==> src/rtl/i2c_pwm_pkg.sv <==
// Shared constants for the I2C-programmed PWM controller: FSM encodings,
// register-map offsets and the input glitch-filter helper.
package i2c_pwm_pkg;

    typedef logic [3:0] state_t;

    localparam state_t ST_IDLE      = 4'd0;
    localparam state_t ST_ADDR      = 4'd1;
    localparam state_t ST_ADDR_ACK  = 4'd2;
    localparam state_t ST_PTR       = 4'd3;
    localparam state_t ST_PTR_ACK   = 4'd4;
    localparam state_t ST_WDATA     = 4'd5;
    localparam state_t ST_WDATA_ACK = 4'd6;
    localparam state_t ST_RDATA     = 4'd7;
    localparam state_t ST_RDATA_ACK = 4'd8;

    localparam int FILT_DEPTH = 3;

    function automatic int reg_en(input int num_ch);
        return num_ch;
    endfunction

    function automatic int reg_presc(input int num_ch);
        return num_ch + 1;
    endfunction

    // Majority vote over the sample history; rejects single-sample glitches.
    function automatic logic majority(input logic [FILT_DEPTH-1:0] v);
        int ones;
        ones = 0;
        for (int i = 0; i < FILT_DEPTH; i++) begin
            if (v[i]) ones++;
        end
        return ones > (FILT_DEPTH / 2);
    endfunction

endpackage

==> src/rtl/i2c_pwm_multi_pwm_channel.sv <==
// One PWM channel: duty shadow reloaded at the period wrap and a registered
// compare against the shared period counter.
module pwm_channel #(
    parameter int PWM_WIDTH = 8
) (
    input  logic                 clk,
    input  logic                 rst_n,
    input  logic [PWM_WIDTH-1:0] duty,
    input  logic                 en,
    input  logic [PWM_WIDTH-1:0] cnt,
    input  logic                 wrap,
    output logic                 pwm
);
    logic [PWM_WIDTH-1:0] shadow_q, shadow_d;
    logic                 pwm_q, pwm_d;

    always_comb begin
        shadow_d = wrap ? duty : shadow_q;
        pwm_d    = en & (cnt < shadow_q);
    end

    always_ff @(posedge clk or negedge rst_n) begin
        if (!rst_n) begin
            shadow_q <= '0;
            pwm_q    <= 1'b0;
        end else begin
            shadow_q <= shadow_d;
            pwm_q    <= pwm_d;
        end
    end

    assign pwm = pwm_q;

endmodule

==> src/rtl/i2c_pwm_multi.sv <==
// I2C slave with pointer-based register map driving NUM_CH PWM channels from
// a shared prescaled timebase. SCL/SDA are oversampled on clk.
module i2c_pwm_multi
    import i2c_pwm_pkg::*;
#(
    parameter logic [6:0] I2C_ADDR  = 7'h2A,
    parameter int         NUM_CH    = 4,
    parameter int         PWM_WIDTH = 8
) (
    input  logic              clk,
    input  logic              rst_n,
    input  logic              scl_i,
    input  logic              sda_i,
    output logic              sda_oe,
    output logic [NUM_CH-1:0] pwm_out
);
    localparam int NUM_REGS  = NUM_CH + 2;
    localparam int PTR_W     = $clog2(NUM_REGS);
    localparam int REG_EN    = reg_en(NUM_CH);
    localparam int REG_PRESC = reg_presc(NUM_CH);

    logic [1:0]            scl_s_q, scl_s_d, sda_s_q, sda_s_d;
    logic [FILT_DEPTH-1:0] scl_h_q, scl_h_d, sda_h_q, sda_h_d;
    logic                  scl_f_q, scl_f_d, sda_f_q, sda_f_d;
    logic                  scl_p_q, scl_p_d, sda_p_q, sda_p_d;
    logic                  scl_rise, scl_fall, start_ev, stop_ev;

    state_t           state_q, state_d;
    logic [2:0]       bit_cnt_q, bit_cnt_d;
    logic [7:0]       shift_q, shift_d;
    logic [PTR_W-1:0] ptr_q, ptr_d, ptr_inc;
    logic             rw_q, rw_d;
    logic             sda_oe_q, sda_oe_d;
    logic [7:0]       byte_in;

    logic [7:0]        duty_q [NUM_CH];
    logic [7:0]        duty_d [NUM_CH];
    logic [NUM_CH-1:0] en_q, en_d;
    logic [7:0]        presc_q, presc_d;
    logic [7:0]        regs [NUM_REGS];

    logic [7:0]           presc_cnt_q, presc_cnt_d, presc_act_q, presc_act_d;
    logic [PWM_WIDTH-1:0] cnt_q, cnt_d;
    logic                 tick, wrap;

    always_comb begin
        scl_s_d = {scl_s_q[0], scl_i};
        sda_s_d = {sda_s_q[0], sda_i};
        scl_h_d = {scl_h_q[FILT_DEPTH-2:0], scl_s_q[1]};
        sda_h_d = {sda_h_q[FILT_DEPTH-2:0], sda_s_q[1]};
        scl_f_d = majority(scl_h_q);
        sda_f_d = majority(sda_h_q);
        scl_p_d = scl_f_q;
        sda_p_d = sda_f_q;
    end

    assign scl_rise = scl_f_q & ~scl_p_q;
    assign scl_fall = ~scl_f_q & scl_p_q;
    assign start_ev = scl_f_q & sda_p_q & ~sda_f_q;
    assign stop_ev  = scl_f_q & ~sda_p_q & sda_f_q;

    assign byte_in = {shift_q[6:0], sda_f_q};
    assign ptr_inc = (ptr_q == PTR_W'(NUM_REGS - 1)) ? '0 : ptr_q + PTR_W'(1);

    always_comb begin
        for (int i = 0; i < NUM_CH; i++) regs[i] = duty_q[i];
        regs[REG_EN]    = 8'(en_q);
        regs[REG_PRESC] = presc_q;
    end

    always_comb begin
        state_d   = state_q;
        bit_cnt_d = bit_cnt_q;
        shift_d   = shift_q;
        ptr_d     = ptr_q;
        rw_d      = rw_q;
        sda_oe_d  = sda_oe_q;
        duty_d    = duty_q;
        en_d      = en_q;
        presc_d   = presc_q;
        if (start_ev) begin
            state_d   = ST_ADDR;
            bit_cnt_d = 3'd7;
            sda_oe_d  = 1'b0;
        end else if (stop_ev) begin
            state_d  = ST_IDLE;
            sda_oe_d = 1'b0;
        end else begin
            case (state_q)
                ST_ADDR, ST_PTR, ST_WDATA: if (scl_rise) begin
                    shift_d = byte_in;
                    if (bit_cnt_q != 3'd0) begin
                        bit_cnt_d = bit_cnt_q - 3'd1;
                    end else begin
                        bit_cnt_d = 3'd1;
                        if (state_q == ST_ADDR) begin
                            rw_d    = byte_in[0];
                            state_d = (byte_in[7:1] == I2C_ADDR) ? ST_ADDR_ACK : ST_IDLE;
                        end else if (state_q == ST_PTR) begin
                            ptr_d   = (byte_in >= 8'(NUM_REGS)) ? '0 : byte_in[PTR_W-1:0];
                            state_d = ST_PTR_ACK;
                        end else begin
                            for (int i = 0; i < NUM_CH; i++) begin
                                if (ptr_q == PTR_W'(i)) duty_d[i] = byte_in;
                            end
                            if (ptr_q == PTR_W'(REG_EN)) en_d = byte_in[NUM_CH-1:0];
                            if (ptr_q == PTR_W'(REG_PRESC)) presc_d = byte_in;
                            ptr_d   = ptr_inc;
                            state_d = ST_WDATA_ACK;
                        end
                    end
                end
                // bit_cnt = 1 marks the fall that starts the ACK slot, 0 the fall that ends it.
                ST_ADDR_ACK, ST_PTR_ACK, ST_WDATA_ACK: if (scl_fall) begin
                    if (bit_cnt_q != 3'd0) begin
                        sda_oe_d  = 1'b1;
                        bit_cnt_d = 3'd0;
                    end else begin
                        bit_cnt_d = 3'd7;
                        sda_oe_d  = 1'b0;
                        if (state_q == ST_ADDR_ACK && rw_q) begin
                            state_d  = ST_RDATA;
                            shift_d  = regs[ptr_q];
                            sda_oe_d = ~regs[ptr_q][7];
                        end else begin
                            state_d = (state_q == ST_ADDR_ACK) ? ST_PTR : ST_WDATA;
                        end
                    end
                end
                ST_RDATA: if (scl_fall) begin
                    if (bit_cnt_q != 3'd0) begin
                        shift_d   = {shift_q[6:0], 1'b0};
                        sda_oe_d  = ~shift_q[6];
                        bit_cnt_d = bit_cnt_q - 3'd1;
                    end else begin
                        sda_oe_d = 1'b0;
                        state_d  = ST_RDATA_ACK;
                    end
                end
                ST_RDATA_ACK: begin
                    if (scl_rise) begin
                        if (!sda_f_q) begin
                            ptr_d     = ptr_inc;
                            shift_d   = regs[ptr_inc];
                            bit_cnt_d = 3'd1;
                        end else begin
                            state_d = ST_IDLE;
                        end
                    end else if (scl_fall && bit_cnt_q != 3'd0) begin
                        state_d   = ST_RDATA;
                        sda_oe_d  = ~shift_q[7];
                        bit_cnt_d = 3'd7;
                    end
                end
                default: ;
            endcase
        end
    end

    // The active prescale value is only swapped at a tick so a shorter PRESC never strands the counter.
    always_comb begin
        tick        = (presc_cnt_q == presc_act_q);
        wrap        = tick && (cnt_q == '1);
        presc_cnt_d = tick ? 8'd0 : presc_cnt_q + 8'd1;
        presc_act_d = tick ? presc_q : presc_act_q;
        cnt_d       = tick ? cnt_q + PWM_WIDTH'(1) : cnt_q;
    end

    always_ff @(posedge clk or negedge rst_n) begin
        if (!rst_n) begin
            scl_s_q     <= '1;
            sda_s_q     <= '1;
            scl_h_q     <= '1;
            sda_h_q     <= '1;
            scl_f_q     <= 1'b1;
            sda_f_q     <= 1'b1;
            scl_p_q     <= 1'b1;
            sda_p_q     <= 1'b1;
            state_q     <= ST_IDLE;
            bit_cnt_q   <= '0;
            shift_q     <= '0;
            ptr_q       <= '0;
            rw_q        <= 1'b0;
            sda_oe_q    <= 1'b0;
            for (int i = 0; i < NUM_CH; i++) duty_q[i] <= '0;
            en_q        <= '0;
            presc_q     <= '0;
            presc_cnt_q <= '0;
            presc_act_q <= '0;
            cnt_q       <= '0;
        end else begin
            scl_s_q     <= scl_s_d;
            sda_s_q     <= sda_s_d;
            scl_h_q     <= scl_h_d;
            sda_h_q     <= sda_h_d;
            scl_f_q     <= scl_f_d;
            sda_f_q     <= sda_f_d;
            scl_p_q     <= scl_p_d;
            sda_p_q     <= sda_p_d;
            state_q     <= state_d;
            bit_cnt_q   <= bit_cnt_d;
            shift_q     <= shift_d;
            ptr_q       <= ptr_d;
            rw_q        <= rw_d;
            sda_oe_q    <= sda_oe_d;
            duty_q      <= duty_d;
            en_q        <= en_d;
            presc_q     <= presc_d;
            presc_cnt_q <= presc_cnt_d;
            presc_act_q <= presc_act_d;
            cnt_q       <= cnt_d;
        end
    end

    assign sda_oe = sda_oe_q;

    for (genvar g = 0; g < NUM_CH; g++) begin : g_ch
        pwm_channel #(.PWM_WIDTH(PWM_WIDTH)) u_ch (
            .clk  (clk),
            .rst_n(rst_n),
            .duty (duty_q[g][PWM_WIDTH-1:0]),
            .en   (en_q[g]),
            .cnt  (cnt_q),
            .wrap (wrap),
            .pwm  (pwm_out[g])
        );
    end

endmodule

==> config.mk <==
export PLATFORM = sky130hd
export DESIGN_NAME = i2c_pwm_multi
export DESIGN_NICKNAME = d
export VERILOG_FILES = /design/src/rtl/i2c_pwm_pkg.sv /design/src/rtl/i2c_pwm_multi_pwm_channel.sv /design/src/rtl/i2c_pwm_multi.sv
export SDC_FILE = /design/constraint.sdc
export NUM_CORES = 1
export LEC_CHECK = 0
export ABC_AREA = 0
export CORE_UTILIZATION = 40
export DETAILED_ROUTE_END_ITERATION = 6
export SETUP_SLACK_MARGIN = 0.15
export SYNTH_ARGS = -nofsm -noshare
export SYNTH_HDL_FRONTEND = slang
export SYNTH_SLANG_ARGS = --single-unit
==> constraint.sdc <==
create_clock -name clk -period 2.35 [get_ports clk]
set_input_delay 0.235 -clock clk [delete_from_list [all_inputs] [get_ports clk]]
set_output_delay 0.235 -clock clk [all_outputs]
set_load 0.1 [all_outputs]
==> summary.txt, run 1 <==
Floorplanning
  • Core Box Area: 0.0187 mm2
  • Die Wd: 140 um
  • Die area: 0.0196 mm2
  • Die Y: 140 um
  • Site row count: 50
  • Initial core utilization: roughly two fifths
  • I/O pin cnt: 9

Detailed routing
  • Routed Antenna Nets: 0
  • DRC: 0
  • Final WL: 19,200 um
  • Wire length per cell: 19.2 um
  • Via density: 5.67
  • 1st-iter DRT viols: between 300 and 400
  • Vias: 5,669
  • DRT Pass-1 Iters: 5

Critical path
  • R2R setup slack: between 0.15 and 0.2 ns
  • Critical-path maximum fanout: 7
  • Critical Path RT: 2.66 ns
  • Worst R2R Start: ptr_q[2]$_DFFE_PN0P_
  • FF-to-FF End: shift_q[3]$_DFFE_PN0P_
  • FF-to-FF path depth: 7
  • Slowest cell on crit path: dfrtp_1
  • Crit-path cells: buf_4 -> nor2b_1 -> and3_1 -> a2111oi_1 -> o22ai_1 -> a221o_1 -> mux2_4
  • Setup crit end kind: flop
  • Critical path type: flop to flop
  • CP arrival: 2.49 ns
  • CP startpoint kind: flop
  • Crit path largest cell delay: 0.40 ns

CTS
  • H-Tree Depth: 4
  • Clock slew at reported path FFs: around 0.060 ns
  • Clock Sinks: 138
  • CTS Buffer Depth: 2
  • Root Driver: clkbuf_16
  • TritonCTS clock tree: yes
  • Cts bufs inserted: 17
  • Clk_lat worst skew: 0.43 ns

Logic synthesis
  • Syn_nets: 737
  • Post-Syn Area: 0.00763 mm2
  • Number of synthesized register bits: between 100 and 150
  • Synth async-reset ratio: between 90% and 100%
  • Dominant cells by area after synthesis: dfrtp_1 41%, mux2_2 13%, ha_1 6.1%
  • Cells after Synth: 696
  • Cell taking the most area after synthesis: dfrtp_1
  • Count leader, synth: dfrtp_1
  • Warnings, synthesis: 0
  • Syn Area/Cell: 11.0 um2
  • Post-synth EDFFs: 0
  • Top post-synthesis cells by count: 124 x dfrtp_1, 87 x mux2_2, 45 x nand2_1, 41 x inv_1, 40 x o21ai_0
  • Synth Flop Type: dfrtp_1
  • Sequential area share after synthesis: about 45%
  • Share of the synthesized area in the top cell type: 40.7%
  • Unique masters post-synth: 64

Finish
  • Share of layout cells above drive strength 1: 34.1%
  • Non-filler cells, final: between 900 and 1,000
  • Design area: around 0.0091 mm2
  • Final #Nets: ~800
  • N_diodes: 0
  • Area growth syn-to-layout: 19.8%

GRT
  • Total GRT Usage: 20.9%
  • Initial antenna violation count: 0
  • Grt total ovfl: 0
  • Global-route wire length before repair: 31,500 um
  • Largest net degree at the start of global routing: 73
  • Vias in the first global route: 5,755

Power and ir drop
  • P_leak: 4.11 nW
  • Maximum vdd drop: 815 uV
  • Pwr dens: 1080 mW/mm2
  • Power Total: 9.84 mW

STA
  • Max_slew headroom: 54.8%
  • Fmax: 0.458 GHz
  • Final Max Slew Viols: 0
  • Hold slack: between 0.2 and 0.25 ns
  • Final setup violation count: 0
  • Min Tclk post-route: 2.18 ns
  • Worst-Margin Slew: 0.678 ns
  • Final hold violation count: 0
  • RSZ-0062 raised after global routing: true
  • Fin crit share: just over 90%
  • Setup TNS: 0 ns
  • Setup Skew: approximately 0.0090 ns

Hold path
  • Hold endpoint: scl_s_q[0]$_DFF_PN1_
  • Worst hold path class: primary input to flop
  • WHS Path Cells: 1
  • Hold Startpoint: scl_i

Place
  • Dpl cell area: between 0.008 and 0.009 mm2
  • GP Congestion: 0.957
  • I/O Buffers: 8
  • HPWL Detailed: 13,600 um
  • Placed Cells: around 950

Status
  • Outcome: finished clean

Run
  • Max Cap Viol: 0
## metrics by stage
step                      setup slack (ns)  util [%]
final                                0.167      48.9
after global routing                0.0894      48.9
after CTS                            0.136      47.9
after detailed placement            0.0734      44.0
after global placement              0.0980      44.0
after floorplan                      0.105         -
## area by class of cell
type	count	area, um2
repair buffers	81	688
flip-flops and latches	138	3470
fillers	1668	9560
clock buffers	18	439
well taps	234	293
multi-input cells	473	3950
clock inverters	14	146
inverters	41	154
## report_power, final
group / switching, mW / internal [mW]
combinational: 2.15 / 1.94
sequential: 0.474 / 2.64
clock: 1.04 / 1.59
## cells by family after synthesis
kind of cell    after synthesis  share of synthesized area [%]
compound gates              149                           13.3
xor+xnor                     22                           2.52
fa+ha+maj                    37                           6.07
buf+inv                      85                           4.87
flops                       138                           45.5
mux                         107                           17.1
simple gates                158                           10.6
## flip-flops by register name, summed over array words and instances, names as in the netlist, 3 cells and up
register	flops
state_q	4
shift_q	8
cnt_q	8
bit_cnt_q	3
presc_q	8
g_ch.u_ch.pwm	4
sda_h_q	3
presc_act_q	8
en_q	4
scl_h_q	3
duty_q	32
ptr_q	3
presc_cnt_q	8
g_ch.u_ch.shadow_q	32
## per-layer routing
layer  vias to the layer above  global-route usage, %  share of wire, %
met1                      2878                   27.2                45
li1                       2643                      -                 -
met3                        30                   3.66               3.1
met5                         -                      0                 0
met4                         0                   7.69               2.3
met2                       118                   35.0                50
## timing repair
| action | CTS | global route |
|---|---|---|
| pin swaps | 4 | 10 |
| hold buffers | 1 | 0 |
| hold endpoints to repair | 69 | 0 |
| setup buffers | 8 | 9 |
| setup endpoints to repair | 64 | 85 |
| cloned | 1 | 0 |
| gates resized for setup | 14 | 30 |
## worst max-delay path by stage
stage,end,cells past startpoint,slack (ns),startpoint
finish,shift_q[3]$_DFFE_PN0P_,7,0.17,ptr_q[2]$_DFFE_PN0P_
global route,shift_q[3]$_DFFE_PN0P_,7,0.09,ptr_q[2]$_DFFE_PN0P_
CTS,state_q[0]$_DFFE_PN0P_,8,0.14,bit_cnt_q[0]$_DFFE_PN0P_
detailed placement,duty_q[29]$_DFFE_PN0P_,8,0.07,bit_cnt_q[0]$_DFFE_PN0P_
global placement,shift_q[3]$_DFFE_PN0P_,7,0.1,ptr_q[1]$_DFFE_PN0P_
floorplan,shift_q[0]$_DFFE_PN0P_,10,0.11,ptr_q[0]$_DFFE_PN0P_
## cells in the final DEF (no fill, tap or decap), types with 5 or more instances in the layout
cell type / n
dfrtp_1: 122
mux2_2: 87
buf_4: 70
nand2_1: 43
inv_1: 40
o21ai_0: 40
ha_1: 35
nor2_1: 30
nand3_1: 18
clkbuf_16: 17
a21oi_1: 14
dfstp_2: 14
xnor2_1: 12
a21o_1: 11
xor2_1: 9
a211oi_1: 8
a31oi_1: 8
nor3_1: 8
a22oi_1: 8
mux2_4: 8
and3_1: 7
nand2b_1: 7
mux4_2: 7
a221oi_1: 7
nor2b_1: 6
nand3b_1: 5
mux2i_1: 5
o21ai_1: 5
## critical path: cells and delay by family, from the launching register on
kind            cells  cell delay [ns]
simple gates        2             0.38
flops               1             0.40
compound gates      3             0.86
mux                 1             0.27
buf+inv             1             0.17
Note: power is estimated with default switching activity, not from simulation.
==> run 2: changes to the inputs <==
- CORE_UTILIZATION: 40 -> 25
- SLEW_MARGIN: default -> 20
==> summary.txt, run 2 (synthesized netlist as in run 1, its figures left out) <==
Finish
  • Top Registers: duty_q: 32 flops, g_ch.u_ch.shadow_q: 32 flops
  • Area growth syn-to-layout: 25.6%
  • N_diodes: 0
  • Non-filler cells, final: 1,160
  • Final #Nets: around 800
  • Filler Cell Count: 2,967
  • Most common cell after layout, fill and taps aside: dfrtp_1
  • Final core occ: 32.1%
  • Share of layout cells above drive strength 1: between 30% and 40%
  • Design area: 0.00958 mm2
  • Most frequent cells in the layout: 122 x dfrtp_1, 67 x buf_4, 60 x mux2_2

Detailed routing
  • Routed Antenna Nets: 0
  • Final WL: 19,400 um
  • Vias: 5,653
  • Via density: 4.87
  • Wire length per cell: between 15 and 20 um
  • 1st-iter DRT viols: 470
  • DRC: 0
  • DRT Pass-1 Iters: 5

CTS
  • CTS Buffer Depth: 2
  • TritonCTS clock tree: yes
  • Clock slew at reported path FFs: 0.06 ns
  • H-Tree Depth: 4
  • Clock Sinks: 138
  • Cts bufs inserted: 17
  • Root Driver: clkbuf_16
  • Clk_lat worst skew: between 0.4 and 0.5 ns

STA
  • Final Max Slew Viols: 0
  • Final hold violation count: 0
  • Max_slew headroom: 57.7%
  • Fmax: 0.447 GHz
  • RSZ-0062 raised after global routing: true
  • Min Tclk post-route: 2.24 ns
  • Worst-Margin Slew: 0.633 ns
  • Hold slack: 0.200 ns
  • Setup Skew: 0.0100 ns
  • Fin crit share: between 90 and 100%
  • Final setup violation count: 0
  • Setup WS post-layout: 0.113 ns
  • Setup TNS: 0 ns

GRT
  • Vias in the first global route: 5,482
  • Global-route wire length before repair: a little over 30,000 um
  • Largest net degree at the start of global routing: 58
  • Grt total ovfl: 0
  • Initial antenna violation count: 0
  • Total GRT Usage: 12.6%

Critical path
  • R2R setup slack: 0.11 ns
  • Worst R2R Start: bit_cnt_q[0]$_DFFE_PN0P_
  • Crit. Startpoint: bit_cnt_q[0]$_DFFE_PN0P_
  • Critical path type: flop to flop
  • CP startpoint kind: flop
  • FF-to-FF End: state_q[2]$_DFFE_PN0P_
  • FF-to-FF path depth: 10
  • Setup crit end kind: flop
  • Critical-path maximum fanout: 7
  • Critical Path RT: 2.67 ns
  • CP arrival: 2.56 ns
  • Setup crit end: state_q[2]$_DFFE_PN0P_

Floorplanning
  • I/O pin cnt: 9
  • Die Wd: 177 um
  • Die Y: 177 um
  • Die area: 0.0312 mm2
  • Initial core utilization: 25.5%
  • Site row count: between 60 and 70
  • Core Box Area: 0.0299 mm2

Place
  • Placed Cells: 1,111
  • GP Congestion: roughly 0.88
  • DP Worst Slack: between 0.05 and 0.06 ns
  • I/O Buffers: 8
  • HPWL Detailed: 13,400 um
  • Dpl cell area: 0.00849 mm2

Power and ir drop
  • Pwr dens: 1040 mW/mm2
  • Maximum vdd drop: approximately 570 uV
  • Power Total: 10.0 mW
  • P_leak: 4.20 nW

Run
  • Max Cap Viol: 0

Status
  • Outcome: finished clean

Hold path
  • Worst hold path class: primary input to flop
[run 2: changes by cell type in the layout (fill, tap and decap cells not counted), moves of 3 or more]
cell,previous run,this run
mux2_2,87,60
buf_6,4,8
clkbuf_16,17,20
inv_6,2,6
mux2_4,8,35
buf_4,70,67
[run 2: critical path, cell delays in order, from the launching register on]
cell and delay [ns]:
dfrtp_1 0.40, inv_2 0.09, ha_4 0.15, nand2b_1 0.07, buf_4 0.18, o32ai_2 0.45, a21oi_2 0.15, a2bb2oi_4 0.22
buf_4 0.14, buf_4 0.12, o32a_1 0.16
[run 2: worst min-delay path by stage]
stage	from	to	slack (ns)	cells past startpoint
2_1_floorplan	rst_n	bit_cnt_q[0]$_DFFE_PN0P_	-0.06	0
3_5_place_dp	rst_n	state_q[2]$_DFFE_PN0P_	0.24	1
4_1_cts	scl_i	scl_s_q[0]$_DFF_PN1_	0.19	1
6_report	sda_i	sda_s_q[0]$_DFF_PN1_	0.20	1
5_1_grt	scl_i	scl_s_q[0]$_DFF_PN1_	0.22	1
3_3_place_gp	rst_n	state_q[2]$_DFFE_PN0P_	0.24	1
[run 2: cell type report]
| class | count | area, um2 | area share (%) |
|---|---|---|---|
| multi-input combinational | 473 | 4100 | 42.8 |
| clock buffer | 18 | 429 | 4.48 |
| timing repair buffer | 87 | 803 | 8.38 |
| inverter | 41 | 154 | 1.61 |
| clock inverter | 13 | 138 | 1.44 |
| sequential | 138 | 3470 | 36.2 |
| tap | 390 | 488 | 5.09 |
[run 2: what timing repair did]
item	CTS	global route
gates cloned	0	4
hold buffers	1	0
pin swaps	2	20
resized for setup	7	79
endpoints found under the setup margin	27	71
setup buffers	2	11
endpoints found under the hold margin	44	0
[run 2: metal layers]
layer	up-vias	routed length, um	GRT usage [%]
li1	2658	-	-
met5	-	0	0
met3	31	733	2.45
met4	0	456	5.89
met1	2831	9040	17.2
met2	133	9160	19.0
[run 2: power breakdown]
part | switching, mW | internal, mW | total [mW] | leakage (nW)
combinational | 2.24 | 2.03 | 4.27 | 2.09
sequential | 0.464 | 2.65 | 3.11 | 1.83
clock | 1.14 | 1.48 | 2.62 | 0.275
==> run 3: changes to the inputs <==
- REMOVE_ABC_BUFFERS: default -> 1
==> summary.txt, run 3 (synthesized netlist as in run 1, its figures left out) <==
Detailed routing
  • DRC: 0
  • Vias: 5,560
  • 1st-iter DRT viols: 358
  • Wire length per cell: 16.6 um
  • Final WL: between 15,000 and 20,000 um
  • DRT Pass-1 Iters: 5
  • Routed Antenna Nets: 0
  • Via density: about 4.9

STA
  • Final hold violation count: 0
  • RSZ-0062 raised after global routing: true
  • Max_slew headroom: 65.7%
  • Fin crit share: 93.1%
  • Final Max Slew Viols: 0
  • Min Tclk post-route: 2.19 ns
  • Final setup violation count: 0
  • Worst-Margin Slew: 0.508 ns
  • Fmax: 0.457 GHz
  • Setup Skew: 0.0118 ns
  • Setup TNS: 0 ns

Finish
  • Final #Nets: between 700 and 800
  • Multi-input gate area: approximately 0.0039 mm2
  • Top Registers: duty_q: 32 flops, g_ch.u_ch.shadow_q: 32 flops
  • Area growth syn-to-layout: 20.8%
  • Design area: 0.00922 mm2
  • Register area: 0.00347 mm2
  • Most common cell after layout, fill and taps aside: dfrtp_1
  • Share of layout cells above drive strength 1: 32.3%
  • N_diodes: 0
  • Most frequent cells in the layout: 122 x dfrtp_1, 87 x mux2_2, 53 x buf_4
  • Non-filler cells, final: ~1,100
  • Filler Cell Count: about 3,000

CTS
  • Clock Sinks: 138
  • Cts bufs inserted: 17
  • H-Tree Depth: 4
  • TritonCTS clock tree: yes
  • Root Driver: clkbuf_16
  • Clk_lat worst skew: 0.43 ns
  • Clock slew at reported path FFs: ~0.070 ns
  • CTS Buffer Depth: 2

Run
  • Max Cap Viol: 0

Power and ir drop
  • Pwr dens: between 1000 and 1500 mW/mm2
  • P_leak: between 4 and 5 nW
  • Maximum vdd drop: between 500 and 600 uV

GRT
  • Grt total ovfl: 0
  • Initial antenna violation count: 0
  • Total GRT Usage: between 10 and 15%
  • Global-route wire length before repair: just over 30,000 um
  • Largest net degree at the start of global routing: 58
  • Vias in the first global route: roughly 5,400

Critical path
  • CP startpoint kind: flop
  • Crit. Startpoint: state_q[1]$_DFFE_PN0P_
  • Crit-path cells: or4b_4 -> buf_6 -> o21ai_1 -> nand2_1 -> a22oi_1 -> nor2_1 -> mux2_2
  • WP buf/inv: 1
  • Delay-heaviest family, CP: simple AND/OR/NAND/NOR gates
  • Levels on crit path: 7
  • Critical-path maximum fanout: 15
  • FF-to-FF End: bit_cnt_q[1]$_DFFE_PN0P_
  • R2R setup slack: 0.16 ns
  • Setup crit end kind: flop
  • Critical path type: flop to flop
  • Slowest cell on crit path: or4b_4
  • Worst R2R Start: state_q[1]$_DFFE_PN0P_
  • Setup crit end: bit_cnt_q[1]$_DFFE_PN0P_
  • CP arrival: 2.50 ns
  • Critical Path RT: 2.66 ns
  • Crit path largest cell delay: slightly above 0.5 ns
  • FF-to-FF path depth: 7

Floorplanning
  • Core Box Area: 0.0299 mm2
  • Initial core utilization: 25.5%
  • Site row count: 63
  • Die Y: 177 um
  • I/O pin cnt: 9
  • Die Wd: roughly 180 um
  • Die area: 0.0312 mm2

Place
  • I/O Buffers: 8
  • GP Congestion: 0.910
  • Dpl cell area: 0.00837 mm2
  • Placed Cells: 1,098
  • HPWL Detailed: 13,400 um

Hold path
  • Worst hold path class: primary input to flop
  • Hold Startpoint: sda_i

Status
  • Outcome: finished clean
run 3: worst min path at each step:
stage / end / slack [ns] / cells after the start
global placement: bit_cnt_q[2]$_DFFE_PN0P_ / 0.16 / 1
global route: sda_s_q[0]$_DFF_PN1_ / 0.20 / 1
floorplan: bit_cnt_q[0]$_DFFE_PN0P_ / -0.06 / 0
CTS: scl_s_q[0]$_DFF_PN1_ / 0.19 / 1
detailed placement: bit_cnt_q[1]$_DFFE_PN0P_ / 0.16 / 1
finish: sda_s_q[0]$_DFF_PN1_ / 0.20 / 1
run 3: where the power goes:
part	switching, mW	leakage (nW)	internal (mW)
clock network	1.12	0.289	1.62
logic	2.03	1.91	1.75
registers	0.469	1.83	2.65
run 3: metrics by stage:
step | setup slack [ns] | util [%] | hold WS, ns | total power [mW]
global placement | 0.0880 | 28.0 | 0.159 | 6.57
global route | 0.0870 | 30.9 | 0.197 | 10.2
detailed placement | 0.0186 | 28.0 | 0.164 | 6.62
CTS | 0.152 | 30.3 | 0.186 | 9.50
finish | 0.161 | 30.9 | 0.205 | 9.64
floorplan | -0.800 | - | -0.0606 | 5.34
run 3: what timing repair did:
item                                   CTS  global route
setup endpoints to repair               64            85
setup buffers                            1             5
resized for setup                       14            28
pin swaps                                2             6
endpoints found under the hold margin   30             0
hold buffers                             1             0
gates cloned                             0             2
run 3: layer usage:
| metal | up-vias | GRT usage, % | routed length [um] |
|---|---|---|---|
| met5 | - | 0 | 0 |
| met4 | 0 | 5.17 | 375 |
| met3 | 25 | 2.36 | 1040 |
| met2 | 161 | 19.7 | 8860 |
| met1 | 2769 | 17.0 | 8620 |
| li1 | 2605 | - | - |
run 3: cell type report:
cell class	instances	area share [%]
clock buffer	19	4.80
inverter	41	1.67
clock inverter	13	1.72
sequential	138	37.7
timing repair buffer	65	6.27
multi-input combinational	473	42.6
tap	390	5.29
==> variant 1: new RTL, config.mk and constraints of run 2 <==
`FILT_DEPTH`: 3 -> 6.
--- a/src/rtl/i2c_pwm_pkg.sv
+++ b/src/rtl/i2c_pwm_pkg.sv
@@ -14,7 +14,7 @@
     localparam state_t ST_RDATA     = 4'd7;
     localparam state_t ST_RDATA_ACK = 4'd8;
 
-    localparam int FILT_DEPTH = 3;
+    localparam int FILT_DEPTH = 6;
 
     function automatic int reg_en(input int num_ch);
         return num_ch;
Behaviour: same outputs for any inputs over 10 cycles, from zero or initial values and one cycle with rst_n low; that may be too few to reach the edited logic, so the function may still have changed.
==> variant 1 against run 2 <==
Core utilization down 0.83 points. Setup slack worse by 0.083 ns. Total power down 7.4%. Critical path depth rose by 1. Final area increased by 3.4%. Hold slack improved by 0.0095 ns. Sequential share of layout area increased by 0.40 points. Synthesized area up 6.0%. First-iteration DRC count shrank 27%. Wire length decreased by 1.6%. Sequential cell count grew 6. Largest power group unchanged.
==> variant 1: results (changes against run 2) <==
stage	metric	value	unit	change
outcome	status	finished clean		unchanged
pwr	Worst VDD drop	0.512	mV	was 0.569 mV
logic_synthesis	syn nets	789		was 737
timing	final setup skew	0.0135	ns	was 0.0100 ns
drt	DR pass1 iterations	7		was 5
cells_and_area	fillers	3207		was 2967
logic_synthesis	mux cell area share after synthesis	15.6	%	was 17.1%
global_route	global-route wire length before repair	31.4	mm	was 30.5 mm
logic_synthesis	register area share after synthesis	44.9	%	was 45.5%
logic_synthesis	top cell type's share of synthesized area	38.4	%	was 40.7%
drt	drt total wl	19.1	mm	was 19.4 mm
logic_synthesis	ranking of synthesized cells by area	dfrtp_1 38%, mux2_2 13%, ha_1 7.0%		was dfrtp_1 41%, mux2_2 13%, ha_1 6.1%
cells_and_area	fin nets	840		was 799
place	DP HPWL	13.3	mm	was 13.4 mm
logic_synthesis	compound-gate portion of the synthesized area	12.8	%	was 13.3%
logic_synthesis	adder-cell share of the synthesized area	6.96	%	was 6.07%
drt	DRT iter0 DRCs	341		was 470
timing	Slew @ Worst Pin	0.603	ns	was 0.633 ns
logic_synthesis	Distinct cells, synth	69		was 64
cells_and_area	ratio of cells with drive above 1 in the final layout	34.1	%	was 36.0%
logic_synthesis	Post-synth top cells	124 x dfrtp_1, 90 x mux2_2, 45 x ha_1, 45 x inv_1, 41 x nand2_1		was 124 x dfrtp_1, 87 x mux2_2, 45 x nand2_1
place	DP Area	0.00906	mm²	was 0.00849 mm²
place	gpl congestion	0.848		was 0.879
pwr	leakage power	0.00434	µW	was 0.00420 µW
global_route	total track usage	12.1	%	was 12.6%
global_route	largest net degree at the start of global routing	60		was 58
clocking	CTS max path bufs	2		unchanged
global_route	vias in the first global route	5679		was 5482
worst_setup_path	critical-path maximum fanout	2		was 7
-- variant 1: cell count changes after synthesis, sizes merged, moves of 6 or more --
cell,before,now
xnor2,13,27
ha,37,45
nand2b,9,17
o21ai,47,39
a211oi,8,14
a32oi,3,9
dfstp,14,20
nor2,32,38
-- variant 1: what timing repair did --
| item | in CTS | in global routing |
|---|---|---|
| setup buffers | 7 | 8 |
| pin swaps | 5 | 10 |
| cloned | 0 | 1 |
| hold endpoints to repair | 36 | 0 |
| gates resized for setup | 3 | 22 |
| endpoints found under the setup margin | 5 | 73 |
| hold buffers | 1 | 0 |
-- variant 1: layout make-up --
type	count	area [µm²]	share of cell area (%)
Clock buffer	18	439	4.43
Clock inverter	14	174	1.75
Inverter	45	169	1.70
Multi-Input combinational cell	510	4310	43.5
Sequential cell	144	3630	36.6
Tap cell	402	503	5.07
Timing Repair Buffer	73	687	6.93
-- variant 1: critical path, stage by stage, from the launching register on --
cell and delay, ns:
dfstp_2 0.54, inv_2 0.05, ha_4 0.29, xnor2_4 0.12, inv_2 0.07, ha_4 0.21, xnor2_1 0.11, a31oi_1 0.23
o21a_1 0.16, ha_2 0.17, nand2_2 0.05, o31a_1 0.23
-- variant 1: worst paths after layout --
| path | start | to | slack [ns] | cells after the start |
|---|---|---|---|---|
| min in group asynchronous | rst_n | state_q[0] | 0.38 | 2 |
| worst max-delay path | sda_h_q[0] | sda_f_q | 0.03 | 11 |
| worst max register to register | sda_h_q[0] | sda_f_q | 0.03 | 11 |
| worst min-delay path | sda_i | sda_s_q[0] | 0.21 | 1 |
| max in group asynchronous | rst_n | duty_q[4] | 1.32 | 3 |
| worst min register to register | sda_s_q[1] | sda_h_q[0] | 0.36 | 0 |
-- variant 1: kinds of logic (layout without fill, tap and decap cells) --
kind of cell,count (synthesis),after routing
buf+inv,86,150
mux,105,105
xor+xnor,36,36
simple gates,173,173
compound gates,151,151
flops,144,144
fa+ha+maj,45,45
-- variant 1: report_power, final --
part / total, µW / leakage (µW) / switching, µW / internal [µW]
logic: 3300 / 0.00215 / 1760 / 1530
clock network: 2830 / 0.000291 / 1200 / 1630
registers: 3140 / 0.00190 / 411 / 2730
total: 9260 / 0.00434 / 3370 / 5900
-- variant 1: layer usage --
layer,track usage [%],vias to the layer above,share of wire (%)
met2,18.7,123,47
li1,-,2769,-
met5,0,-,0
met4,4.03,0,1.8
met1,16.6,2866,48
met3,2.71,25,3.9
-- variant 1: stage by stage --
stage | cells | setup TNS, ns
after floorplan | 740 | 0
after global placement | 1157 | 0
after detailed placement | 1157 | -0.0316
after CTS | 1197 | 0
after global routing | 1206 | -0.0991
final | 1206 | 0
==> variant 2: new RTL, flow settings as in run 2 <==
Made on the original files. `shift_q` and `en_q` no longer have a reset.
--- a/src/rtl/i2c_pwm_multi.sv
+++ b/src/rtl/i2c_pwm_multi.sv
@@ -178,12 +178,10 @@
             sda_p_q     <= 1'b1;
             state_q     <= ST_IDLE;
             bit_cnt_q   <= '0;
-            shift_q     <= '0;
             ptr_q       <= '0;
             rw_q        <= 1'b0;
             sda_oe_q    <= 1'b0;
             for (int i = 0; i < NUM_CH; i++) duty_q[i] <= '0;
-            en_q        <= '0;
             presc_q     <= '0;
             presc_cnt_q <= '0;
             presc_act_q <= '0;
@@ -199,17 +197,20 @@
             sda_p_q     <= sda_p_d;
             state_q     <= state_d;
             bit_cnt_q   <= bit_cnt_d;
-            shift_q     <= shift_d;
             ptr_q       <= ptr_d;
             rw_q        <= rw_d;
             sda_oe_q    <= sda_oe_d;
             duty_q      <= duty_d;
-            en_q        <= en_d;
             presc_q     <= presc_d;
             presc_cnt_q <= presc_cnt_d;
             presc_act_q <= presc_act_d;
             cnt_q       <= cnt_d;
         end
+    end
+
+    always_ff @(posedge clk) begin
+        shift_q <= shift_d;
+        en_q    <= en_d;
     end
 
     assign sda_oe = sda_oe_q;
Check against the original RTL: no difference found for any inputs over 10 cycles, from zero or initial values and one cycle with rst_n low; that may be too few to reach the edited logic, so the function may still have changed.
==> variant 2 against run 2 <==
Total power down 5.9%. Die area fell by 2.5%. Clock skew fell by 0.0047 ns. Global-route usage is 0.22 points higher. Final area is 7.0% lower. Setup slack gained 0.078 ns. Synthesized area decreased by 2.6%. Wire length decreased by 5.0%. Synthesized cell count is 2.2% lower. Sequential cell count did not move. Critical endpoint is now state_q[0].
==> variant 2: results (changes against run 2) <==
stage	metric	value	unit	change
place	DP Area	0.00820	mm²	was 0.00849 mm²
timing	fin crit period	2.16	ns	was 2.24 ns
clocking	Worst-Skew Late Latency	0.42	ns	was 0.44 ns
place	DP HPWL	13.2	mm	was 13.4 mm
pwr	Flop pwr share	33.4	%	was 31.1%
logic_synthesis	ranking of synthesized cells by area	dfrtp_1 38%, mux2_2 13%, ha_1 6.2%		was dfrtp_1 41%, mux2_2 13%, ha_1 6.1%
drt	routed len/inst	16.5	µm	was 16.7 µm
logic_synthesis	compound-gate portion of the synthesized area	12.5	%	was 13.3%
logic_synthesis	Distinct cells, synth	54		was 64
logic_synthesis	FFs w/ async S/R, synth	91.3	%	was 100%
clocking	post-cts sizing count	4		was 7
worst_setup_path	critical path's slowest cell	dfrtp_1		was o32ai_2
logic_synthesis	mux cell area share after synthesis	16.9	%	was 17.1%
pwr	Sw Ratio	39.0	%	was 38.4%
worst_setup_path	r2r endpoint	state_q[0]		was state_q[2]
worst_setup_path	R2R cell count	8		was 10
cells_and_area	fillers	2982		was 2967
global_route	vias in the first global route	5612		was 5482
logic_synthesis	adder-cell share of the synthesized area	6.22	%	was 6.07%
outcome	status	finished clean		unchanged
pwr	sw power	3670	µW	was 3840 µW
place	pre-CTS worst setup slack	0.0910	ns	was 0.0590 ns
worst_setup_path	critical-path maximum fanout	4		was 7
place	gpl congestion	0.825		was 0.879
cells_and_area	ratio of cells with drive above 1 in the final layout	29.2	%	was 36.0%
worst_setup_path	Worst path max stage delay	0.40	ns	was 0.45 ns
drt	DRT iter0 DRCs	401		was 470
cells_and_area	fin nets	761		was 799
pwr	Worst VDD drop	0.517	mV	was 0.569 mV
[variant 2: cell count changes after synthesis, sizes merged, moves of 9 or more]
cell / change
buf: -15
edfxtp: +12
dfrtp: -12
clkbuf: +9
a21oi: +39
o22ai: +9
o21ai: -17
nand2: -10
[variant 2: cell type report]
cell class                 count  area, µm²  area share, %
multi-input combinational    460       3650           41.0
tap                          384        480           5.39
clock inverter                14        133           1.49
inverter                      45        169           1.90
clock buffer                  18        450           5.05
timing repair buffer          58        493           5.53
sequential                   138       3530           39.6
[variant 2: worst min-delay path by stage]
| stage | from | to | slack, ns | depth (start not counted) |
|---|---|---|---|---|
| after detailed placement | rst_n | g_ch[2].u_ch.pwm | 0.27 | 1 |
| final | sda_i | sda_s_q[0] | 0.22 | 1 |
| after floorplan | rst_n | bit_cnt_q[0] | -0.06 | 0 |
| after global placement | rst_n | g_ch[2].u_ch.pwm | 0.27 | 1 |
| after global routing | sda_i | sda_s_q[0] | 0.21 | 1 |
| after CTS | sda_i | sda_s_q[0] | 0.20 | 1 |
